**config.mk**
```make
export PLATFORM = sky130hd
export DESIGN_NAME = pipelined_csa_sub16
export DESIGN_NICKNAME = d
export VERILOG_FILES = /design/src/rtl/pipelined_csa_sub16_pkg.sv /design/src/rtl/nibble_sub4.sv /design/src/rtl/pipelined_csa_sub16.sv
export SDC_FILE = /design/constraint.sdc
export NUM_CORES = 1
export LEC_CHECK = 0
export CORE_ASPECT_RATIO = 1.2
export CORE_MARGIN = 2
export CORE_UTILIZATION = 45
export CTS_BUF_LIST = sky130_fd_sc_hd__clkbuf_16
export DETAILED_ROUTE_END_ITERATION = 10
export PLACE_DENSITY = 0.71
export SLEW_MARGIN = 5
export SYNTH_ARGS = -nofsm -noshare
export SYNTH_HDL_FRONTEND = slang
export SYNTH_SLANG_ARGS = --single-unit
```
**constraint.sdc**
```tcl
create_clock -name clk -period 1.9 [get_ports clk]
set_clock_uncertainty 0.2 [all_clocks]
set_input_delay 0.285 -clock clk [delete_from_list [all_inputs] [get_ports clk]]
set_output_delay 0.285 -clock clk [all_outputs]
set_load 0.005 [all_outputs]
```
**src/rtl/pipelined_csa_sub16_pkg.sv**
```systemverilog
// Shared widths and stage-1 payload for the two-stage carry-select subtractor.
package pipelined_csa_sub16_pkg;

    localparam int unsigned DATA_W  = 16;
    localparam int unsigned NIB_W   = 4;
    localparam int unsigned NUM_NIB = 4;
    localparam int unsigned LO_W    = 2 * NIB_W;

    // Stage-1 register contents: resolved low byte plus both speculative
    // versions of nibbles 2 and 3 (index 0 = no borrow in, 1 = borrow in).
    typedef struct packed {
        logic [LO_W-1:0]  lo;
        logic             b8;
        logic [NIB_W-1:0] n2_0;
        logic [NIB_W-1:0] n2_1;
        logic [NIB_W-1:0] n3_0;
        logic [NIB_W-1:0] n3_1;
        logic             bo2_0;
        logic             bo2_1;
        logic             bo3_0;
        logic             bo3_1;
    } s1_t;

endpackage

```
**src/rtl/nibble_sub4.sv**
```systemverilog
// 4-bit ripple subtractor.
//   a, b : nibble operands (a - b)
//   bin  : borrow in
//   diff : (a - b - bin) mod 16
//   bout : borrow out (a < b + bin)
module nibble_sub4
    import pipelined_csa_sub16_pkg::*;
(
    input  logic [NIB_W-1:0] a,
    input  logic [NIB_W-1:0] b,
    input  logic             bin,
    output logic [NIB_W-1:0] diff,
    output logic             bout
);

    logic [NIB_W:0] br;

    // Full-subtractor chain, bit 0 upward.
    always_comb begin
        br    = '0;
        diff  = '0;
        br[0] = bin;
        for (int i = 0; i < int'(NIB_W); i++) begin
            diff[i]  = a[i] ^ b[i] ^ br[i];
            br[i+1]  = (~a[i] & b[i]) | (~(a[i] ^ b[i]) & br[i]);
        end
        bout = br[NIB_W];
    end

endmodule

```
**src/rtl/pipelined_csa_sub16.sv**
```systemverilog
// Two-stage pipelined 16-bit carry-select subtractor with valid/ready
// handshakes on both sides.
//   clk, rst_n          : clock, async active-low reset
//   in_valid / in_ready : operand handshake (in_ready is combinational)
//   a, b, bin           : minuend, subtrahend, borrow-in
//   out_valid/out_ready : result handshake
//   diff, bout          : (a - b - bin) mod 2^16 and borrow-out
module pipelined_csa_sub16
    import pipelined_csa_sub16_pkg::*;
(
    input  logic              clk,
    input  logic              rst_n,
    input  logic              in_valid,
    output logic              in_ready,
    input  logic [DATA_W-1:0] a,
    input  logic [DATA_W-1:0] b,
    input  logic              bin,
    output logic              out_valid,
    input  logic              out_ready,
    output logic [DATA_W-1:0] diff,
    output logic              bout
);

    logic             s1_valid;
    s1_t              s1_q;
    s1_t              s1_d;
    logic             s2_adv;
    logic             s1_adv;

    logic [NIB_W-1:0] lo_d [2];
    logic             lo_bo [2];
    logic [NIB_W-1:0] up_d [2][2];
    logic             up_bo [2][2];

    // Low byte: nibble 1 rides on nibble 0's borrow.
    nibble_sub4 u_nib0 (
        .a    (a[NIB_W-1:0]),
        .b    (b[NIB_W-1:0]),
        .bin  (bin),
        .diff (lo_d[0]),
        .bout (lo_bo[0])
    );

    nibble_sub4 u_nib1 (
        .a    (a[2*NIB_W-1:NIB_W]),
        .b    (b[2*NIB_W-1:NIB_W]),
        .bin  (lo_bo[0]),
        .diff (lo_d[1]),
        .bout (lo_bo[1])
    );

    // Upper nibbles computed for both possible incoming borrows.
    for (genvar n = 0; n < 2; n++) begin : g_up
        for (genvar c = 0; c < 2; c++) begin : g_spec
            nibble_sub4 u_nib (
                .a    (a[(n+2)*NIB_W +: NIB_W]),
                .b    (b[(n+2)*NIB_W +: NIB_W]),
                .bin  (1'(c)),
                .diff (up_d[n][c]),
                .bout (up_bo[n][c])
            );
        end
    end

    // Pack stage-1 payload.
    always_comb begin
        s1_d       = '0;
        s1_d.lo    = {lo_d[1], lo_d[0]};
        s1_d.b8    = lo_bo[1];
        s1_d.n2_0  = up_d[0][0];
        s1_d.n2_1  = up_d[0][1];
        s1_d.n3_0  = up_d[1][0];
        s1_d.n3_1  = up_d[1][1];
        s1_d.bo2_0 = up_bo[0][0];
        s1_d.bo2_1 = up_bo[0][1];
        s1_d.bo3_0 = up_bo[1][0];
        s1_d.bo3_1 = up_bo[1][1];
    end

    // Stage 2 loads when its slot is free or being drained; stage 1 likewise.
    assign s2_adv   = !out_valid || out_ready;
    assign s1_adv   = !s1_valid || s2_adv;
    assign in_ready = s1_adv;

    // Stage-1 register.
    always_ff @(posedge clk or negedge rst_n) begin
        if (!rst_n) begin
            s1_valid <= 1'b0;
            s1_q     <= '0;
        end else if (s1_adv) begin
            s1_valid <= in_valid;
            if (in_valid) begin
                s1_q <= s1_d;
            end
        end
    end

    // Stage-2 select: nibble 2 by b8, nibble 3 by the chosen nibble-2 borrow.
    logic [NIB_W-1:0] sel_n2;
    logic             sel_bo2;
    logic [NIB_W-1:0] sel_n3;
    logic             sel_bo3;

    assign sel_n2  = s1_q.b8 ? s1_q.n2_1  : s1_q.n2_0;
    assign sel_bo2 = s1_q.b8 ? s1_q.bo2_1 : s1_q.bo2_0;
    assign sel_n3  = sel_bo2 ? s1_q.n3_1  : s1_q.n3_0;
    assign sel_bo3 = sel_bo2 ? s1_q.bo3_1 : s1_q.bo3_0;

    // Stage-2 / output register; holds while stalled.
    always_ff @(posedge clk or negedge rst_n) begin
        if (!rst_n) begin
            out_valid <= 1'b0;
            diff      <= '0;
            bout      <= 1'b0;
        end else if (s2_adv) begin
            out_valid <= s1_valid;
            if (s1_valid) begin
                diff <= {sel_n3, sel_n2, s1_q.lo};
                bout <= sel_bo3;
            end
        end
    end

endmodule

```
==> flow_metrics.env <==
export IMPL_status="finished with violations"
export IMPL_failed_checks="negative setup slack"
export IMPL_path_clk_slew_ns=0.06
export IMPL_viasPerCell=4.84
export IMPL_num_fill_cells=447
export IMPL_worst_slew_pin_slew_ns=0.330
export IMPL_cpPeakStageDelay_ns=0.41
export IMPL_route_detailed_drc=0
export IMPL_n_antenna_cell=0
export IMPL_final_cells=338
export IMPL_crit_chain="buf_8 -> inv_12 -> fa_2 -> inv_2 -> fa_2 -> fa_2 -> fa_2 -> fa_2 -> fa_2 -> fa_2 -> inv_2 -> fa_2 -> mux2_4"
export IMPL_ctsRootBufferMaster="clkbuf_16"
export IMPL_finalHoldViolations=0
export IMPL_leakagePower_nw=1.72
export IMPL_r2r_slack_ns=0.40
export IMPL_hpwl_um=3450
export IMPL_grt_total_usage_pct=16.5
export IMPL_area_delta_synth_final_pct=40.1
export IMPL_ant_nets=0
export IMPL_place_congestion=0.747
export IMPL_drt_iter0_markers=56
export IMPL_clockBufferDepth=2
export IMPL_final_max_slew_viol_count=0
export IMPL_drt_wl_total_um=4610
export IMPL_wire_per_inst_um=13.6
export IMPL_synth_edf_count=0
export IMPL_finalSetupViolCount=10
export IMPL_netlist_instances=203
export IMPL_cp_data_arrival_time_ns=3.46
export IMPL_cts_tree="yes"
export IMPL_start_kind="input port"
export IMPL_grt_start_max_net_pins=49
export IMPL_cp_max_fo=1
export IMPL_die_area_um2=6280
export IMPL_grt_ovfl_total=0
export IMPL_critPathRequiredTime_ns=1.87
export IMPL_dp_cells=331
export IMPL_clk_insertion_delay_late_ns=0.28
export IMPL_port_buffers=55
export IMPL_die_w_um=72.7
export IMPL_yosysMostFrequentCell="inv_1"
export IMPL_seq_area_frac_synth_pct=47.1
export IMPL_vias=1635
export IMPL_critical_path_slowest_cell="fa_2"
export IMPL_peakVddDrop_mv=0.463
export IMPL_rows=30
export IMPL_worstSetupEndpointType="flop"
export IMPL_syn_cell_area_um2=2550
export IMPL_cts_htree_levels=2
export IMPL_core_um2=5560
export IMPL_syn_nets=264
export IMPL_yosys_area_top_type_share_pct=47.1
export IMPL_drive_above_1_share_pct=34.3
export IMPL_finalCritPeriodShare_pct=184
export IMPL_r2r_start="s1_valid"
export IMPL_critPathMostFrequentCell="fa_2"
export IMPL_worstSetupPathType="in -> reg"
export IMPL_cts_buffers=5
export IMPL_yosys_top_cells_count="inv_1 (51), dfrtp_1 (48), mux2i_1 (27)"
export IMPL_finalNetCount=336
export IMPL_reg2regPathDepth=4
export IMPL_synth_largest_area_cell="dfrtp_1"
export IMPL_grt_pass1_wl_um=7900
export IMPL_drv_cap=0
export IMPL_synth_ff_type="dfrtp_1"
export IMPL_boundaryPins=56
export IMPL_synth_distinct_cells=20
export IMPL_cts_setup_buffers=0
export IMPL_dieHeight_um=86.4
export IMPL_min_period_ns=3.49
export IMPL_power_density_nw_per_um2=979
export IMPL_critPathLaunch="b[0]"
export IMPL_whs_path_depth=3
export IMPL_grt_pass1_vias=1787
export IMPL_initial_core_util_pct=45.9
export IMPL_max_slew_margin_pct=77.5
export IMPL_r2r_end="s1_q[25]"
export IMPL_async_reset_ff_share_pct=100
export IMPL_fmax_ghz=0.287
export IMPL_first_pass_iters=4
export IMPL_fin_hold_ws_ns=0.110
export IMPL_synth_seq_cells=48
export IMPL_layout_setup_ws_ns=-1.59
export IMPL_synth_avg_cell_area_um2=12.6
export IMPL_hold_path_class="in -> reg"
export IMPL_endpoint="s1_q[28]"
export IMPL_antenna_found_initial=0
export IMPL_rsz0062_at_grt="yes"
export IMPL_synthTopCellsByArea="dfrtp_1 (47%), fa_1 (16%), mux2i_1 (11%)"
export IMPL_clock_sinks=48
export IMPL_yosysWarnings=0
==> sequential cells by signal, indices dropped and copies added, names as in the netlist <==
name	count
s1_valid	1
out_valid	1
diff	16
s1_q	29
bout	1
==> worst min-delay path by stage <==
stage | startpoint | to | slack [ns]
4_1_cts | b[8] | s1_q[16] | 0.11
3_5_place_dp | rst_n | diff[3] | 0.09
5_1_grt | b[12] | s1_q[8] | 0.12
2_1_floorplan | rst_n | bout | -0.21
6_report | b[8] | s1_q[16] | 0.11
3_3_place_gp | rst_n | diff[4] | 0.09
==> cells by family after synthesis <==
kind of cell | count (synthesis) | share of synthesized area, %
AOI/OAI and AO/OA | 20 | 3.98
adders and majority gates | 24 | 17.7
buffers and inverters | 58 | 9.62
DFF | 48 | 47.1
muxes | 46 | 19.6
and+or+nand+nor | 7 | 2.01
==> per-stage QoR <==
step,setup WS (ns),area [um2],setup TNS (ns),total power [mW],util (%)
6_report,-1.59,3570,-5.21,3.49,64.3
2_1_floorplan,-1.71,2590,-6.74,1.96,-
4_1_cts,-1.60,3580,-5.73,3.54,64.5
3_3_place_gp,-2.38,3310,-16.85,2.49,59.5
3_5_place_dp,-2.44,3310,-17.59,2.52,59.5
5_1_grt,-1.66,3570,-5.72,3.72,64.3
==> routing by layer <==
layer,up-vias,track usage [%],wire length [um]
met2,42,28.2,2370
met1,815,20.8,1970
met5,-,0,0
met3,7,3.26,191
li1,771,-,-
met4,0,6.06,78
==> report_power, final <==
part	switching (mW)	total, mW	internal, mW
Combinational	0.397	1.06	0.659
Sequential	0.168	1.48	1.31
Clock	0.351	0.956	0.606
Total	0.915	3.49	2.58
==> critical path: cells and delay by family <==
family                   cells  cell delay [ns]
multiplexers                 1             0.27
adder cells (fa/ha/maj)      8             2.66
buffers and inverters        4             0.25
==> layout make-up <==
cell class / count / area [um2] / share of cell area, %
clock buffers: 5 / 125 / 3.50
clock inverters: 1 / 30.0 / 0.841
inverters: 51 / 216 / 6.06
multi-input cells: 97 / 1210 / 33.9
flip-flops and latches: 48 / 1200 / 33.6
well taps: 64 / 80.1 / 2.24
repair buffers: 72 / 707 / 19.8
==> repair_timing <==
item,in CTS,in global routing
setup endpoints to repair,21,10
hold buffers,1,0
pin swaps,17,14
endpoints found under the hold margin,48,0
gates cloned,0,0
gates resized for setup,93,10
==> layout by cell type (no fill, tap or decap), drive strengths merged <==
cell           instances
ha                     4
clkbuf                 9
dlygate4sd2            3
mux2i                 28
buf                   24
nand2                  2
a21oi                 19
nand2b                 3
clkdlybuf4s50         38
inv                   51
and2                   1
bufinv                 1
dlymetal6s2s           2
dfrtp                 48
nand3b                 1
a31oi                  1
mux2                  18
dlygate4sd3            1
fa                    20
Note: power is estimated with default switching activity, not from simulation.
